### config.mk
export PLATFORM = sky130hd
export DESIGN_NAME = ex_stage_muldiv
export DESIGN_NICKNAME = d
export VERILOG_FILES = /design/src/rtl/ex_stage_muldiv.sv
export SDC_FILE = /design/constraint.sdc
export NUM_CORES = 2
export LEC_CHECK = 0
export ABC_AREA = 0
export CELL_PAD_IN_SITES_DETAIL_PLACEMENT = 0
export CELL_PAD_IN_SITES_GLOBAL_PLACEMENT = 2
export CORE_MARGIN = 8
export CORE_UTILIZATION = 39
export DETAILED_ROUTE_END_ITERATION = 10
export GPL_ROUTABILITY_DRIVEN = 1
export PLACE_DENSITY_LB_ADDON = 0.1
export RECOVER_POWER = 50
export SYNTH_ARGS = -nofsm -noshare
export SYNTH_HDL_FRONTEND = slang
export SYNTH_SLANG_ARGS = --single-unit
### constraint.sdc
create_clock -name clk -period 16.53 [get_ports clk]
set_input_delay 1.653 -clock clk [delete_from_list [all_inputs] [get_ports clk]]
set_output_delay 1.653 -clock clk [all_outputs]
set_load 0.02 [all_outputs]
### src/rtl/ex_stage_muldiv.sv
// ex_stage_muldiv: RV32IM execute stage with forwarding, single-cycle multiply, restoring divider and EX/MEM register
module ex_stage_muldiv #(
  parameter int XLEN = 32,
  parameter int DIV_CNT_W = 5
) (
  input  logic            clk,
  input  logic            rst,
  input  logic            in_valid,
  input  logic            flush,
  input  logic [XLEN-1:0] rs1_val,
  input  logic [XLEN-1:0] rs2_val,
  input  logic [XLEN-1:0] imm,
  input  logic [4:0]      rs1,
  input  logic [4:0]      rs2,
  input  logic [4:0]      rd,
  input  logic [2:0]      func3,
  input  logic [6:0]      func7,
  input  logic [3:0]      ctrl,
  input  logic            mem_to_reg,
  input  logic [4:0]      exmem_rd,
  input  logic            exmem_reg_write,
  input  logic [XLEN-1:0] exmem_result,
  input  logic [4:0]      memwb_rd,
  input  logic            memwb_reg_write,
  input  logic [XLEN-1:0] memwb_result,
  output logic            stall,
  output logic            valid_out,
  output logic [XLEN-1:0] alu_result_out,
  output logic [XLEN-1:0] store_data_out,
  output logic [4:0]      rd_out,
  output logic [2:0]      func3_out,
  output logic            reg_write_out,
  output logic            mem_read_out,
  output logic            mem_write_out,
  output logic            mem_to_reg_out
);
  typedef enum logic [1:0] {IDLE, BUSY, DONE} state_t;
  state_t state, state_d;
  logic [XLEN-1:0] a, rs2_f, b, alu_res, a_mag, b_mag, q_q, r_q, d_q, quo, rem;
  logic [XLEN:0] r_sh, diff;
  logic signed [2*XLEN+1:0] ma, mb, prod;
  logic [DIV_CNT_W-1:0] cnt;
  logic [4:0] rd_q;
  logic [2:0] func3_q;
  logic rw_q, m2r_q, neg_q, neg_r;
  logic is_mem, m_ext, sub, div_op, div_start, sgn, a_neg, b_neg, div_zero, div_ovf, special, live;
  assign a = (exmem_reg_write && exmem_rd != 5'd0 && exmem_rd == rs1) ? exmem_result :
             (memwb_reg_write && memwb_rd != 5'd0 && memwb_rd == rs1) ? memwb_result : rs1_val;
  assign rs2_f = (exmem_reg_write && exmem_rd != 5'd0 && exmem_rd == rs2) ? exmem_result :
                 (memwb_reg_write && memwb_rd != 5'd0 && memwb_rd == rs2) ? memwb_result : rs2_val;
  assign b = ctrl[0] ? imm : rs2_f;
  assign is_mem = ctrl[2] | ctrl[3];
  assign m_ext = !ctrl[0] && func7 == 7'b0000001;
  assign sub = !ctrl[0] && func7 == 7'b0100000;
  assign div_op = m_ext && func3[2] && !is_mem;
  assign div_start = div_op && in_valid;
  // One signed 66-bit multiplier covers all four variants by choosing how each operand extends
  assign ma = {{(XLEN+2){(func3 == 3'b001 || func3 == 3'b010) & a[XLEN-1]}}, a};
  assign mb = {{(XLEN+2){(func3 == 3'b001) & b[XLEN-1]}}, b};
  assign prod = ma * mb;
  assign sgn = ~func3[0];
  assign a_neg = sgn & a[XLEN-1];
  assign b_neg = sgn & b[XLEN-1];
  assign a_mag = a_neg ? -a : a;
  assign b_mag = b_neg ? -b : b;
  assign div_zero = b == '0;
  assign div_ovf = sgn && a == {1'b1, {(XLEN-1){1'b0}}} && b == '1;
  assign special = div_zero | div_ovf;
  assign r_sh = {r_q, q_q[XLEN-1]};
  assign diff = r_sh - {1'b0, d_q};
  assign quo = neg_q ? -q_q : q_q;
  assign rem = neg_r ? -r_q : r_q;
  assign live = in_valid && !flush && !stall;
  always_comb begin
    alu_res = '0;
    if (is_mem) alu_res = a + imm;
    else if (m_ext) alu_res = func3[2] ? '0 : (func3 == 3'b000 ? prod[XLEN-1:0] : prod[2*XLEN-1:XLEN]);
    else
      case (func3)
        3'b000: alu_res = sub ? a - b : a + b;
        3'b001: alu_res = a << b[4:0];
        3'b010: alu_res = {{(XLEN-1){1'b0}}, $signed(a) < $signed(b)};
        3'b011: alu_res = {{(XLEN-1){1'b0}}, a < b};
        3'b100: alu_res = a ^ b;
        3'b101: alu_res = func7[5] ? XLEN'($signed(a) >>> b[4:0]) : a >> b[4:0];
        3'b110: alu_res = a | b;
        default: alu_res = a & b;
      endcase
  end
  always_comb begin
    state_d = state;
    if (flush) state_d = IDLE;
    else if (state == IDLE) state_d = div_start ? (special ? DONE : BUSY) : IDLE;
    else if (state == BUSY) state_d = cnt == '0 ? DONE : BUSY;
    else state_d = IDLE;
    stall = !flush && ((state == IDLE && div_start) || state == BUSY);
  end
  always_ff @(posedge clk) begin
    if (rst) begin
      state <= IDLE;
      cnt <= '0;
      q_q <= '0;
      r_q <= '0;
      d_q <= '0;
      neg_q <= 1'b0;
      neg_r <= 1'b0;
      rd_q <= '0;
      func3_q <= '0;
      rw_q <= 1'b0;
      m2r_q <= 1'b0;
      valid_out <= 1'b0;
      alu_result_out <= '0;
      store_data_out <= '0;
      rd_out <= '0;
      func3_out <= '0;
      reg_write_out <= 1'b0;
      mem_read_out <= 1'b0;
      mem_write_out <= 1'b0;
      mem_to_reg_out <= 1'b0;
    end else begin
      state <= state_d;
      // Special cases preload the final result with sign correction disabled
      if (state == IDLE && state_d != IDLE) begin
        cnt <= '1;
        q_q <= div_zero ? '1 : div_ovf ? {1'b1, {(XLEN-1){1'b0}}} : a_mag;
        r_q <= div_zero ? a : '0;
        d_q <= b_mag;
        neg_q <= !special && (a_neg ^ b_neg);
        neg_r <= !special && a_neg;
        rd_q <= rd;
        func3_q <= func3;
        rw_q <= ctrl[1];
        m2r_q <= mem_to_reg;
      end else if (state == BUSY) begin
        cnt <= cnt - DIV_CNT_W'(1);
        q_q <= {q_q[XLEN-2:0], !diff[XLEN]};
        r_q <= diff[XLEN] ? r_sh[XLEN-1:0] : diff[XLEN-1:0];
      end
      if (state == DONE && !flush) begin
        valid_out <= 1'b1;
        alu_result_out <= func3_q[1] ? rem : quo;
        store_data_out <= rs2_f;
        rd_out <= rd_q;
        func3_out <= func3_q;
        reg_write_out <= rw_q;
        mem_read_out <= 1'b0;
        mem_write_out <= 1'b0;
        mem_to_reg_out <= m2r_q;
      end else begin
        valid_out <= live;
        alu_result_out <= alu_res;
        store_data_out <= rs2_f;
        rd_out <= rd;
        func3_out <= func3;
        reg_write_out <= live & ctrl[1];
        mem_read_out <= live & ctrl[2];
        mem_write_out <= live & ctrl[3];
        mem_to_reg_out <= live & mem_to_reg;
      end
    end
  end
endmodule
After elaboration in Yosys (flattened, before gate mapping)

Cells that the tools add are included.

Add/subtract/negate cells: 9
Multipliers: 1
Divide/modulo/power cells: 0
Magnitude comparators: 2
Equality and inequality tests: 16
Shift operators: 3
Muxes and demuxes: 39
Bitwise gates (word level): 15
Reduce and logical (&&, ||, !) cells: 38

Operator list:

| cell                                                                   | number |
|---|---|
| 32-bit 2-to-1 mux                                                      | 25 |
| 32-bit one-hot mux with 7 select lines                                 | 1 |
| 32-bit negation                                                        | 4 |
| 32-bit adder                                                           | 2 |
| 32-bit equality test (second input constant)                           | 2 |
| 32-bit less-than comparator                                            | 2 |
| 33-bit by 33-bit multiplier with 64-bit output                         | 1 |
| 33-bit by 32-bit subtractor with 33-bit output                         | 1 |
| 32-bit bitwise AND                                                     | 1 |
| 32-bit logical NOT                                                     | 1 |
| 32-bit bitwise OR                                                      | 1 |
| 32-bit by 5-bit << shifter with 32-bit output                          | 1 |
| 32-bit by 5-bit >> shifter with 32-bit output                          | 1 |
| 32-bit by 5-bit >>> shifter with 32-bit output                         | 1 |
| 32-bit subtractor                                                      | 1 |
| 32-bit bitwise XOR                                                     | 1 |
| 1-bit logical AND                                                      | 21 |
| 5-bit equality test                                                    | 4 |
| 5-bit 2-to-1 mux                                                       | 3 |
| 2-bit 2-to-1 mux                                                       | 6 |
| 5-bit nonzero test                                                     | 2 |
| 3-bit equality test (second input constant)                            | 3 |
| 1-bit bitwise AND                                                      | 8 |
| 7-bit by 1-bit equality test with 1-bit output (second input constant) | 1 |
| 18 further kinds                                                       | 29 |

Register bits after elaboration: 192
Bits in latches: 0
RAM bits: 0
Memory bits (read-only): 0
Bits of input ports: 206
Output and inout bits: 78
Memories: 0

Depth between registers and ports, before layout

Depth after elaboration: 16
Gate-level depth with buffers: 44
Mapped depth without buffers: 36

Worst setup path after synthesis

Ideal clock, no wire load.

Kind: input to register
From: input port memwb_rd[4]
To: register alu_result_out[16]
Data arrival time: 11898 ps
Data required time: 16406 ps
Setup slack: 4507 ps
Stages: 44
Cell sequence: buf_2 > xnor2_1 > and4_1 > clkbuf_1 > buf_2 > clkbuf_1 > nand3_1 > nand4_1 > nand2_1 > inv_1 > buf_2 > buf_2 > buf_2 > buf_1 > clkbuf_1 > buf_1 > nand2_1 > fa_1 > [... 8 more ...] > fa_1 > inv_1 > fa_1 > inv_1 > ha_1 > clkbuf_1 > a21o_1 > a21o_1 > a21o_1 > a2111oi_0 > a21oi_1 > a211oi_1 > o31ai_1 > a211oi_1 > o21ba_2 > xnor2_1 > a221oi_1 > a21oi_1

Word-level cells in the longest chain between the ends: 13
Elaborated cells between the ends (all ways): 31
Classes of those cells: add/sub (3); mul (1); eq/ne (2); shift (3); mux (13); bitwise (5); reduce/logical (4)

RTL lines:

| item                                           | RTL line | RTL |
|---|---|---|
| from (decl)                                    | 23       | `input logic [4:0] memwb_rd,` |
| 5-bit nonzero test                             | 48, 50   |  |
| 1-bit logical AND                              | 48, 50   |  |
| 1-bit logical AND                              | 50       | `(memwb_reg_write && memwb_rd != 5'd0 && memwb_rd == rs2) ? memwb_result : rs2_val;` |
| 32-bit 2-to-1 mux                              | 50       |  |
| 32-bit 2-to-1 mux                              | 49       | `assign rs2_f = (exmem_reg_write && exmem_rd != 5'd0 && exmem_rd == rs2) ? exmem_result :` |
| 32-bit 2-to-1 mux                              | 51       | `assign b = ctrl[0] ? imm : rs2_f;` |
| 1-bit bitwise AND                              | 59       | `assign mb = {{(XLEN+2){(func3 == 3'b001) & b[XLEN-1]}}, b};` |
| 33-bit by 33-bit multiplier with 64-bit output | 60       | `assign prod = ma * mb;` |
| 32-bit 2-to-1 mux (3 in a row)                 | 77       | `else if (m_ext) alu_res = func3[2] ? '0 : (func3 == 3'b000 ? prod[XLEN-1:0] : prod[2*XLEN-1:XLEN]);` |
| 32-bit 2-to-1 mux (*)                          | 76       | `if (is_mem) alu_res = a + imm;` |
| 32-bit 2-to-1 mux (*)                          | 139      | `if (state == DONE && !flush) begin` |
| to (signal assigned)                           | 141      | `alu_result_out <= func3_q[1] ? rem : quo;` |
| to (signal assigned)                           | 151      | `alu_result_out <= alu_res;` |
| to (decl)                                      | 28       | `output logic [XLEN-1:0] alu_result_out,` |

Every way passes the cells marked *; elsewhere a longest branch is shown, timed or not.
A chain may end at the register's enable or synchronous reset.

Final worst setup path

From: input port exmem_rd[3]
To: register alu_result_out[29]

Word-level cells in the longest chain between the ends: 12
Elaborated cells between the ends (all ways): 29
Classes of those cells: add/sub (3); mul (1); eq/ne (2); shift (3); mux (11); bitwise (5); reduce/logical (4)

RTL lines:

| item                                           | RTL line | RTL |
|---|---|---|
| from (decl)                                    | 20       | `input logic [4:0] exmem_rd,` |
| 5-bit nonzero test                             | 47, 49   |  |
| 1-bit logical AND                              | 47, 49   |  |
| 1-bit logical AND                              | 49       |  |
| 32-bit 2-to-1 mux                              | 49       |  |
| 32-bit 2-to-1 mux                              | 51       |  |
| 1-bit bitwise AND                              | 59       |  |
| 33-bit by 33-bit multiplier with 64-bit output | 60       |  |
| 32-bit 2-to-1 mux (3 in a row)                 | 77       |  |
| 32-bit 2-to-1 mux (*)                          | 76       |  |
| 32-bit 2-to-1 mux (*)                          | 139      |  |

Marked as above.

==> impl_metrics.tcl <==
set metrics [dict create \
    crit_path_max_incr_delay_ns 1.40 \
    critPathSlowestCell "or2_0" \
    start_util_pct 39.1 \
    drv_cap 7 \
    critPathMaxFanout 31 \
    holdWs_ns 0.454 \
    fillers 16300 \
    post-place-ws_ns 2.22 \
    slew_viol_final 231 \
    synth_simple_gate_area_share_pct 16.3 \
    cts_buffers 17 \
    violations "max-capacitance violations, max-slew violations" \
    rows 146 \
    cts_setup_buffers 0 \
    htree_levels 4 \
    synth.largest_area_cell "fa_1" \
    io_buffers 283 \
    dieHeight_um 414 \
    synth_seq_cells 192 \
    period_needed_ns 15.08 \
    yosys.area.top_type_share_pct 36.6 \
    drc 0 \
    drt_iter0_drc 7263 \
    ios 284 \
    rsz0062_at_grt "false" \
    layout_commonest_cell "inv_1" \
    synth_fp_nets 9484 \
    drive_above_1_share_pct 5.50 \
    final_cell_mix "1261 x inv_1, 1129 x fa_1, 1033 x nand2_1" \
    fin_tns_setup_ns 0 \
    finalHoldViolCount 0 \
    cts.sinks 192 \
    place.gp.congestion 1.12 \
    overflow 0 \
    cp-end-kind "register" \
    worst_slack_ns 1.45 \
    relSlewSlack_pct -118 \
    cts_resized 0 \
    synthFlopType "dfxtp_1" \
    cts_hold_buf 0 \
    totalWireLength_um 365000 \
    synth_fa_ha_area_share_pct 44.3 \
    final_core_util_pct 43.3 \
    die_x_um 414 \
    synth-compound-area-share_pct 17.0 \
    avgSynthCellArea_um2 7.94 \
    path_common_cell "fa_1" \
    dieArea_mm2 0.171 \
    synthCells 7771 \
    ys_warn_count 0 \
    cts_tree "built" \
    detail_route.first_pass.iterations 7 \
    rrSetupSlack_ns 11.07 \
    cp-start-kind "input pin" \
    num_vias 61700 \
    hp-class "reg2reg" \
    cts_root_buffer "clkbuf_16" \
    crit_arrival_ns 15.37 \
    clkTransAtPathRegs_ns 0.08 \
    clkLatencyLatePin_ns 0.55 \
    setup_viol 0 \
    synthToLayoutAreaGrowth_pct 10.8 \
    fin_nets 9549 \
    grt_max_degree 90 \
    tightest_slew_ns 3.28 \
    fp.coreArea_mm2 0.158 \
    grt_pass1_wl_um 503000 \
    synth_top_family_by_area "adder cells" \
    drtAntennaViolNets 0 \
    status "finished with violations" \
    grt_usage_pct 42.1 \
    synthArstFlopShare_pct 0 \
    antenna_found_initial 55 \
    synthMuxAreaShare_pct 1.33 \
    vias_per_cell 6.20 \
    hpwl_um 291000 \
    clock_path_buffers 2 \
    synth_area_leaders "fa_1 37%, inv_1 7.7%, ha_1 7.7%" \
    fin_skew_ns 0.0284 \
    period_share_pct 91.2 \
    required_ns 16.83 \
    synth_xor_xnor_area_share_pct 3.78 \
    ys_types 96 \
    crit_type "in2reg" \
    netlist_area_mm2 0.0617 \
    maxClockFrequency_mhz 66.3 \
    synth_edf_count 0 \
    first_global_vias 62500 \
    ys_seq_area_share_pct 6.23 \
    wire_per_inst_um 36.7 \
]
[cells in the mapped netlist (all sizes together), types with 13 or more instances]
cell type	instances
nand3	172
a21oi	388
a311oi	39
a31o	13
dfxtp	192
ha	378
o22ai	25
fa	1129
and2	37
inv	1282
a21o	69
o41ai	15
nand2	1034
o21bai	28
a221oi	28
buf	106
o21ai	446
nand2b	42
a22oi	79
and3	53
o211ai	51
nand4	36
xor2	80
or4	25
clkinv	14
nor2b	37
clkbuf	385
xnor2	186
or3	23
mux2i	59
a211oi	62
o31ai	46
o21a	39
nor2	626
a31oi	107
a2111oi	15
or2	17
nor4	35
nor3	140
o221ai	32
o311ai	13
[worst paths after layout]
path / cells past startpoint / endpoint / startpoint
max: 35 / alu_result_out[29] / exmem_rd[3]
min: 2 / d_q[27] / d_q[27]
max reg2reg: 5 / q_q[28] / state[1]
min reg2reg: 2 / d_q[27] / d_q[27]
[final cells by class]
cell class / instances / area [um2] / share of cell area (%)
Antenna cell: 30 / 75.1 / 0.110
Clock buffer: 18 / 429 / 0.628
Clock inverter: 14 / 148 / 0.216
Inverter: 1296 / 4860 / 7.11
Multi-Input combinational cell: 5792 / 51700 / 75.6
Sequential cell: 192 / 3840 / 5.62
Tap cell: 2072 / 2590 / 3.79
Timing Repair Buffer: 537 / 4760 / 6.97
[per-stage QoR]
step,instance area (um2),std cells
final,68400,9951
after global routing,68300,9931
after CTS,68300,9921
after detailed placement,67800,9889
after global placement,67800,9889
after floorplan,61700,7771
[registers in the layout (all words and copies together), names as in the netlist, 2 cells and up]
| register | count |
|---|---|
| alu_result_out | 32 |
| cnt | 5 |
| d_q | 32 |
| func3_out | 3 |
| func3_q | 3 |
| q_q | 32 |
| r_q | 32 |
| rd_out | 5 |
| rd_q | 5 |
| state | 2 |
| store_data_out | 32 |
[kinds of logic (layout without fill, tap and decap cells)]
family | Yosys count | in the layout
other | 0 | 30
buffers and inverters | 1787 | 1865
AND/OR/NAND/NOR | 2310 | 2310
multiplexers | 74 | 74
XOR/XNOR | 266 | 266
AO/OA/AOI/OAI | 1635 | 1635
flip-flops | 192 | 192
adder cells (fa/ha/maj) | 1507 | 1507
[routing by layer]
metal  global-route usage (%)  routed length [um]  up-vias
met5                        0                 109        -
met4                     32.3               35000       16
met3                     10.6               34300     1005
met2                     64.1              158000     3599
met1                     51.1              138000    31600
li1                         -                   -    25400
[critical path: cells and delay by family]
kind                       cells  cell delay (ns)
adders and majority gates      9             4.95
and+or+nand+nor                9             4.30
buffers and inverters         11             2.96
AOI/OAI and AO/OA              6             1.44
Power is not shown: default switching activity piles up to over one toggle a cycle in this logic, so the estimate is an artifact.
